### src/rtl/uart_pkg.sv
// rtl/uart_pkg.sv - shared UART state type and default link constants
package uart_pkg;

  typedef enum logic [1:0] {IDLE, START, DATA, STOP} uart_state_t;

  localparam int UART_CLKS_PER_BIT = 8;
  localparam int UART_DATA_BITS    = 8;

endpackage

### src/rtl/uart_tx_fifo.sv
// rtl/uart_tx_fifo.sv - synchronous transmit FIFO, not fall-through
module uart_tx_fifo #(
  parameter int WIDTH = 8,
  parameter int DEPTH = 4
) (
  input  logic                     clk,
  input  logic                     reset_n,
  input  logic                     push_i,
  input  logic [WIDTH-1:0]         data_i,
  input  logic                     pop_i,
  output logic [WIDTH-1:0]         data_o,
  output logic                     full_o,
  output logic                     empty_o,
  output logic [$clog2(DEPTH):0]   level_o
);

  localparam int PW = $clog2(DEPTH);
  localparam int LW = PW + 1;

  logic [WIDTH-1:0] mem_q [DEPTH];
  logic [PW-1:0]    wr_q, rd_q;
  logic [LW-1:0]    level_q;
  logic             do_push, do_pop;

  assign full_o  = (level_q == LW'(DEPTH));
  assign empty_o = (level_q == '0);
  assign do_push = push_i && !full_o;
  assign do_pop  = pop_i && !empty_o;
  assign data_o  = mem_q[rd_q];
  assign level_o = level_q;

  always_ff @(posedge clk or negedge reset_n) begin
    if (!reset_n) begin
      for (int i = 0; i < DEPTH; i++) mem_q[i] <= '0;
      wr_q    <= '0;
      rd_q    <= '0;
      level_q <= '0;
    end else begin
      if (do_push) begin
        mem_q[wr_q] <= data_i;
        wr_q        <= wr_q + 1'b1;
      end
      if (do_pop) rd_q <= rd_q + 1'b1;
      // The full/empty guards on push and pop keep the level within 0..DEPTH.
      case ({do_push, do_pop})
        2'b10:   level_q <= level_q + 1'b1;
        2'b01:   level_q <= level_q - 1'b1;
        default: level_q <= level_q;
      endcase
    end
  end

endmodule

### src/rtl/uart_tx_buffered.sv
// rtl/uart_tx_buffered.sv - buffered UART transmitter: FIFO plus start/data/stop serialiser
module uart_tx_buffered
  import uart_pkg::*;
#(
  parameter int CLKS_PER_BIT = UART_CLKS_PER_BIT,
  parameter int DATA_BITS    = UART_DATA_BITS,
  parameter bit MSB_FIRST    = 1'b1,
  parameter int FIFO_DEPTH   = 4
) (
  input  logic                          clk,
  input  logic                          reset_n,
  input  logic [DATA_BITS-1:0]          tx_data,
  input  logic                          tx_valid,
  output logic                          tx_ready,
  output logic                          uart_tx,
  output logic                          busy,
  output logic [$clog2(FIFO_DEPTH):0]   fifo_level
);

  localparam int BW  = $clog2(CLKS_PER_BIT);
  localparam int BCW = $clog2(DATA_BITS);
  localparam logic [BW-1:0]  BAUD_LAST = BW'(CLKS_PER_BIT - 1);
  localparam logic [BCW-1:0] BIT_LAST  = BCW'(DATA_BITS - 1);

  uart_state_t          state_q, state_d;
  logic [BW-1:0]        baud_q, baud_d;
  logic [BCW-1:0]       bit_q, bit_d;
  logic [DATA_BITS-1:0] shift_q, shift_d;
  logic                 tx_q, tx_d;

  logic                 pop;
  logic                 fifo_full, fifo_empty;
  logic [DATA_BITS-1:0] fifo_data;
  logic                 baud_last, out_bit;
  logic [DATA_BITS-1:0] shifted;

  uart_tx_fifo #(.WIDTH(DATA_BITS), .DEPTH(FIFO_DEPTH)) u_fifo (
    .clk     (clk),
    .reset_n (reset_n),
    .push_i  (tx_valid),
    .data_i  (tx_data),
    .pop_i   (pop),
    .data_o  (fifo_data),
    .full_o  (fifo_full),
    .empty_o (fifo_empty),
    .level_o (fifo_level)
  );

  assign baud_last = (baud_q == BAUD_LAST);
  assign out_bit   = MSB_FIRST ? shift_q[DATA_BITS-1] : shift_q[0];
  assign shifted   = MSB_FIRST ? {shift_q[DATA_BITS-2:0], 1'b0} : {1'b0, shift_q[DATA_BITS-1:1]};

  always_comb begin
    state_d = state_q;
    baud_d  = baud_q;
    bit_d   = bit_q;
    shift_d = shift_q;
    tx_d    = tx_q;
    pop     = 1'b0;
    if (state_q != IDLE) baud_d = baud_last ? '0 : baud_q + 1'b1;
    case (state_q)
      IDLE: if (!fifo_empty) begin
        pop     = 1'b1;
        shift_d = fifo_data;
        tx_d    = 1'b0;
        baud_d  = '0;
        state_d = START;
      end
      START: if (baud_last) begin
        tx_d    = out_bit;
        shift_d = shifted;
        bit_d   = '0;
        state_d = DATA;
      end
      DATA: if (baud_last) begin
        if (bit_q == BIT_LAST) begin
          tx_d    = 1'b1;
          state_d = STOP;
        end else begin
          tx_d    = out_bit;
          shift_d = shifted;
          bit_d   = bit_q + 1'b1;
        end
      end
      STOP: if (baud_last) begin
        // Reloading straight from STOP keeps back-to-back frames contiguous.
        if (!fifo_empty) begin
          pop     = 1'b1;
          shift_d = fifo_data;
          tx_d    = 1'b0;
          state_d = START;
        end else begin
          state_d = IDLE;
        end
      end
      default: state_d = IDLE;
    endcase
  end

  always_ff @(posedge clk or negedge reset_n) begin
    if (!reset_n) begin
      state_q <= IDLE;
      baud_q  <= '0;
      bit_q   <= '0;
      shift_q <= '0;
      tx_q    <= 1'b1;
    end else begin
      state_q <= state_d;
      baud_q  <= baud_d;
      bit_q   <= bit_d;
      shift_q <= shift_d;
      tx_q    <= tx_d;
    end
  end

  assign uart_tx  = tx_q;
  assign tx_ready = !fifo_full;
  assign busy     = (state_q != IDLE) || !fifo_empty;

endmodule

### config.mk
export PLATFORM = sky130hd
export DESIGN_NAME = uart_tx_buffered
export DESIGN_NICKNAME = d
export VERILOG_FILES = /design/src/rtl/uart_pkg.sv /design/src/rtl/uart_tx_fifo.sv /design/src/rtl/uart_tx_buffered.sv
export SDC_FILE = /design/constraint.sdc
export NUM_CORES = 1
export LEC_CHECK = 0
export ABC_AREA = 1
export BUFFER_PORTS_ARGS = -buffer_cell sky130_fd_sc_hd__buf_2
export CORE_UTILIZATION = 45
export CTS_CLUSTER_DIAMETER = 150
export DETAILED_ROUTE_END_ITERATION = 7
export PLACE_DENSITY_LB_ADDON = 0.05
export SLEW_MARGIN = 30
export SYNTH_ARGS = -nofsm -noshare
export SYNTH_HDL_FRONTEND = slang
export SYNTH_SLANG_ARGS = --single-unit
### constraint.sdc
create_clock -name clk -period 4 [get_ports clk]
set_input_delay 0.8 -clock clk [delete_from_list [all_inputs] [get_ports clk]]
set_output_delay 0.8 -clock clk [all_outputs]
set_load 0.02 [all_outputs]
==> results of run 1 <==
[cells in the final DEF (no fill, tap or decap), types with 2 or more instances in the layout]
cell type | Yosys | layout
xor2_1 | 2 | 2
inv_2 | 2 | 2
ha_1 | 14 | 14
o21ai_2 | 11 | 11
nand2_1 | 129 | 129
nand2_2 | 3 | 3
a21oi_1 | 2 | 2
nand3_1 | 30 | 30
nand3b_1 | 2 | 2
clkbuf_8 | 0 | 7
buf_2 | 4 | 16
dfrtp_1 | 55 | 55
nand2_4 | 6 | 6
o21ai_0 | 11 | 11
nor2_1 | 5 | 5
inv_1 | 27 | 27
o21ai_1 | 21 | 21
[worst max path at each step]
stage	end	slack (ps)	cells after the start
after global routing	u_fifo.level_o[2]$_DFFE_PN0P_	900	13
after floorplan	u_fifo.level_o[2]$_DFFE_PN0P_	1730	14
after detailed placement	u_fifo.level_o[2]$_DFFE_PN0P_	1220	13
final	u_fifo.level_o[2]$_DFFE_PN0P_	1200	13
after CTS	u_fifo.level_o[2]$_DFFE_PN0P_	1200	13
after global placement	u_fifo.level_o[2]$_DFFE_PN0P_	1310	13
[report_power, final]
part / internal [µW] / total [µW] / switching, µW
registers: 740 / 851 / 111
clock network: 221 / 400 / 179
logic: 204 / 516 / 313
total: 1160 / 1770 / 602
[registers in the layout (all words and copies together), names as in the netlist]
name / count
state_q: 2
baud_q: 3
bit_q: 3
u_fifo.mem_q: 32
u_fifo.level_o: 3
u_fifo.wr_q: 2
u_fifo.rd_q: 2
shift_q: 8
uart_tx: 1
[synthesized netlist by cell type (3+ instances only)]
library cell	instances
nand2_4	6
o21ai_1	21
o21ai_2	11
nand3_1	30
buf_2	4
ha_1	14
inv_1	27
o21ai_0	11
dfrtp_1	55
nor2_1	5
nand2_2	3
nand2_1	129
[per-stage QoR]
step / total power, µW / hold slack (ps) / cells / setup WS, ps / utilization [%]
after floorplan: 1290 / 449 / 339 / 1730 / -
after global placement: 1370 / 451 / 421 / 1310 / 49.3
after detailed placement: 1380 / 454 / 421 / 1220 / 49.3
after CTS: 1790 / 470 / 429 / 1200 / 51.4
after global routing: 1900 / 502 / 429 / 898 / 51.4
final: 1770 / 466 / 429 / 1200 / 51.4
[layer usage]
layer,global-route usage (%),vias up,wire length (µm)
met2,31.7,17,2530
met3,3.63,4,114
li1,-,1101,-
met5,0,-,0
met4,3.68,0,43
met1,24.6,979,2740
[area by class of cell]
cell class	count	share of cell area (%)
sequential	56	45.1
multi-input combinational	242	41.1
inverter	31	3.98
clock buffer	7	3.09
tap	75	3.01
timing repair buffer	17	2.81
clock inverter	1	0.965
[worst max-delay path, cell delays in order, from the launching register on]
cell and delay, ps:
dfrtp_1 420, inv_1 110, ha_1 440, inv_1 380, nand2_1 140, inv_1 90
nand2_1 70, inv_1 60, ha_1 130, inv_1 60, fa_1 380, a21oi_1 150
o21ai_0 110, xor2_1 150
[logic make-up (layout without fill, tap and decap cells)]
| logic type | after synthesis | count (layout) |
|---|---|---|
| adders and majority gates | 15 | 15 |
| and+or+nand+nor | 177 | 177 |
| buffers and inverters | 41 | 56 |
| xor gates and xnor gates | 3 | 3 |
| DFF | 56 | 56 |
| AOI/OAI and AO/OA | 47 | 47 |
==> reports/results.txt, run 1 <==
Area of the mapped netlist: 2900 µm²
Antenna fix cells: 0
Max Clk Rate: 358 MHz
Max_cap viols: 0
DR pass1 iterations: 6
Outcome: finished clean
PostCTS Resize Cnt: 0
Filler instances: 610
Reg clk slew, reported paths: 90 ps
Routed WL: 5430 µm
Setup TNS: 0 ps
Die area: 6770 µm²
Sequential cell area: 1400 µm²
Primary FF master, synth: dfrtp_1
Die height: 82.3 µm
Crit. Startpoint: state_q[0]$_DFFE_PN0P_
Deepest clock path buffer count: 2
CP endpoint kind: flip-flop
Yosys top cell area share: 47.4%
Worst setup SP type: flip-flop
Core Area: 6060 µm²
Simple-Gate Fraction of Synth Area: 26.7%
# DRC: 0
Post-synthesis adder-cell area fraction: 6.73%
Port Buffers: 16
Reg2reg end: u_fifo.level_o[2]$_DFFE_PN0P_
Largest net degree at the start of global routing: 34
Asr flop ratio synth: 100%
XOR/XNOR share of the synthesized area: 0.906%
Overflow after GRT: 0
Post-synthesis compound-gate area fraction: 9.70%
Total leakage power: 0.00167 µW
Vias per cell: 4.90
Worst reg2reg startpoint: state_q[0]$_DFFE_PN0P_
Skew final: 2.90 ps
EDFF count, synth: 0
HP Class: flip-flop to flip-flop
Crit Path Category: flip-flop to flip-flop
R2r setup slk: 1200 ps
Sequential fraction of the synthesis area: 48.3%
Num CTS Buffers: 5
R2R cell count: 13
Worst hold start: uart_tx$_DFFE_PN1P_
Post-Synthesis Cells: 339
Yosys warns: 0
Placed cell area: 2990 µm²
Synth area leader: dfrtp_1
Multi-input gate area: 1280 µm²
Fin crit period: 2800 ps
Die W: 82.3 µm
Wire length of the first global-routing pass: 9450 µm
PwrDens: 567 nW/µm²
Mux cell area share after synthesis: 0%
Via Count: 2,101
Wire length per cell: 12.7 µm
CTS Root Cell: clkbuf_8
Maximum VDD drop: 0.297 mV
H-tree depth: 2
Initial Util: 47.9%
Hpwl dp: 3830 µm
CP Data Arrival Time: 2990 ps
Area contributors post-synth: dfrtp_1, nand2_1, ha_1, nand3_1, o21ai_1
Routability cong.: 0.742
Final Setup Violations: 0
CTS tree: yes
WP data required: 4190 ps
Fin area: 3110 µm²
Post-CTS Setup Repair Bufs: 0
Nets@finish: 379
Hold depth: 2
Final Hold Viols: 0
Initial antenna violation count: 0
GRT Overall Usage: 18.6%
FF+latch count, synth: 56
DR iter-0 viols: 93
Syn Nets: 365
Mapped Avg Cell Area: 8.56 µm²
Vias in the first global route: 2,054
Clock Sinks: 56
Top-Level Pins: 17
Combinational family with the most area after synthesis: simple AND/OR/NAND/NOR gates
Antenna viol nets, final: 0
Post-CTS Hold Fix Bufs: 0
WHS Endpoint: uart_tx$_DFFE_PN1P_
Layout cell share with drive strength beyond 1: 14.4%
Clock latency on the worst-skew pair: 300 ps
CP max FO: 12
Area growth syn-to-layout: 7.29%
Final Cycle Share: 69.9%
Worst slew pin tran: 724 ps
Max Slew Vio Count: 0
Post-synthesis cell type count: 29
Core Rows: 28
RSZ-0062 raised after global routing: false
Slew Limit Headroom: 51.7%
Power figures use the tool's default switching activity.
==> inputs of run 2 (changes only) <==
==> constraint.sdc (replaced) <==
create_clock -name clk -period 2.8 [get_ports clk]
set_input_delay 0.56 -clock clk [delete_from_list [all_inputs] [get_ports clk]]
set_output_delay 0.56 -clock clk [all_outputs]
set_load 0.02 [all_outputs]
==> reports/results.txt, run 2 (synthesis results as in run 1) <==
Die W: 82.3 µm (unchanged)
Worst reg2reg startpoint: state_q[0]$_DFFE_PN0P_
Maximum VDD drop: 0.442 mV (+49%)
Die height: 82.3 µm (unchanged)
Antenna fix cells: 0 (unchanged)
CP max FO: 10 (-2)
Vias per cell: 4.97 (+1.6%)
Final Hold Viols: 0 (unchanged)
Top Layer Used: met4
PwrDens: 773 nW/µm² (+36%)
Top-Level Pins: 17 (unchanged)
Skew final: 7.91 ps (+5.01 ps)
Sequential cell area: 1400 µm² (unchanged)
Max reg flops: 32 (unchanged)
Wire length per cell: 12.7 µm (+0.73%)
Die area: 6770 µm² (unchanged)
GRT Overall Usage: 18.9% (+0.35 points)
Port Buffers: 16 (unchanged)
Initial antenna violation count: 0 (unchanged)
Clock Sinks: 56 (unchanged)
Met1 WL: 2790 µm (+1.7%)
Core Area: 6060 µm² (unchanged)
Wire length of the first global-routing pass: 9420 µm (-0.37%)
Final Util: 51.3% (-0.10 points)
PostCTS Resize Cnt: 0 (unchanged)
Overflow after GRT: 0 (unchanged)
Nets@finish: 381 (+0.53%)
Post-CTS Hold Fix Bufs: 0 (unchanged)
# DRC: 0 (unchanged)
Routability cong.: 0.700 (-5.7%)
Reg clk slew, reported paths: 110 ps (+20 ps)
Layout cell share with drive strength beyond 1: 14.9% (+0.48 points)
R2r setup slk: 320 ps (-880 ps)
Most flop-heavy register: u_fifo.mem_q
DR iter-0 viols: 101 (+8.6%)
Met3 wire len: 195 µm (+71%)
CTS tree: yes
CTS Root Cell: clkbuf_8
Max Slew Vio Count: 0 (unchanged)
CP endpoint kind: flip-flop
Final Cycle Share: 88.5% (+19 points)
R2R cell count: 13 (unchanged)
Area growth syn-to-layout: 7.07%
Max_cap viols: 0 (unchanged)
Reg2reg end: u_fifo.level_o[2]$_DFFE_PN0P_
DR pass1 iterations: 5 (-1)
Fin crit period: 2480 ps (-319 ps)
H-tree depth: 2 (unchanged)
Antenna viol nets, final: 0 (unchanged)
Routed wl met2: 2470 µm (-2.3%)
Post-CTS Setup Repair Bufs: 0 (unchanged)
Filler instances: 612 (+0.33%)
RSZ-0062 raised after global routing: false
WP data required: 3000 ps (-1190 ps)
Num CTS Buffers: 5 (unchanged)
Regs by FF count: u_fifo.mem_q: 32 flops, shift_q: 8 flops
Initial Util: 47.9% (unchanged)
Most frequent cells in the layout: nand2_1, dfrtp_1, nand3_1
Hpwl dp: 3800 µm (-0.79%)
HP Class: input port to asynchronous set/reset pin
CP Data Arrival Time: 2680 ps (-310 ps)
Via Count: 2,144 (+2.0%)
Commonest non-fill, non-tap cell in the layout: nand2_1
Outcome: finished clean
Vias in the first global route: 2,038 (-0.78%)
Worst setup SP type: flip-flop
Total leakage power: 0.00166 µW (-0.59%)
Clock latency on the worst-skew pair: 310 ps (about the same)
Max Clk Rate: 404 MHz (+13%)
Deepest clock path buffer count: 2 (unchanged)
Largest net degree at the start of global routing: 30 (-12%)
Routed WL: 5490 µm (+1.2%)
Multi-input gate area: 1280 µm² (unchanged)
Worst slew pin tran: 657 ps (-66.7 ps)
Core Rows: 28 (unchanged)
Crit Path Category: flip-flop to flip-flop
Final Setup Violations: 0 (unchanged)
Slew Limit Headroom: 56.2% (+4.4 points)
Setup TNS: 0 ps (unchanged)
run 2: cell types whose count changed in the layout (fill, tap and decap cells not counted):
cell	before	now
clkbuf_8	7	5
clkinvlp_4	0	2
buf_12	0	1
buf_4	1	2
bufinv_16	1	0
clkinv_4	0	1
run 2: cell type report:
type | count | area share (%)
sequential | 56 | 45.1
multi-input combinational | 242 | 41.2
inverter | 31 | 3.99
timing repair buffer | 19 | 3.71
tap | 75 | 3.02
clock buffer | 5 | 2.22
clock inverter | 3 | 0.765
run 2: how the worst max path moves through the flow:
| stage | from | endpoint | slack [ps] | cells past startpoint |
|---|---|---|---|---|
| 3_3_place_gp | state_q[0]$_DFFE_PN0P_ | u_fifo.level_o[2]$_DFFE_PN0P_ | 410 | 13 |
| 4_1_cts | state_q[0]$_DFFE_PN0P_ | u_fifo.level_o[2]$_DFFE_PN0P_ | 310 | 13 |
| 5_1_grt | state_q[0]$_DFFE_PN0P_ | u_fifo.level_o[2]$_DFFE_PN0P_ | 30 | 13 |
| 3_5_place_dp | state_q[0]$_DFFE_PN0P_ | u_fifo.level_o[2]$_DFFE_PN0P_ | 330 | 13 |
| 6_report | state_q[0]$_DFFE_PN0P_ | u_fifo.level_o[2]$_DFFE_PN0P_ | 320 | 13 |
| 2_1_floorplan | state_q[0]$_DFFE_PN0P_ | u_fifo.level_o[2]$_DFFE_PN0P_ | 530 | 14 |
run 2: per-stage QoR:
step,total power [µW],setup WS (ps),hold WS [ps],cell area (µm²),cells
after floorplan,1840,533,264,2900,339
after global placement,1950,407,455,3010,423
after detailed placement,1980,331,461,3010,423
after CTS,2440,308,288,3110,431
after global routing,2610,25.8,307,3110,431
final,2400,323,261,3110,431
run 2: critical path, cell delays in order (launching register included):
cell,delay [ps]
dfrtp_1,430
inv_1,120
ha_1,450
inv_1,120
nand2_1,70
inv_1,70
nand2_1,70
inv_1,60
ha_1,130
inv_1,60
fa_1,370
a21oi_1,140
o21ai_0,110
xor2_1,150
run 2: per-layer routing:
| layer | GRT usage [%] | vias up |
|---|---|---|
| li1 | - | 1106 |
| met1 | 24.8 | 990 |
| met2 | 31.7 | 44 |
| met3 | 3.96 | 4 |
| met4 | 5.26 | 0 |
| met5 | 0 | - |
run 2: power by group:
| part | internal (µW) | leakage, µW | switching, µW |
|---|---|---|---|
| registers | 1060 | 0.000703 | 156 |
| clock network | 178 | 0.0000404 | 277 |
| logic | 293 | 0.000912 | 441 |
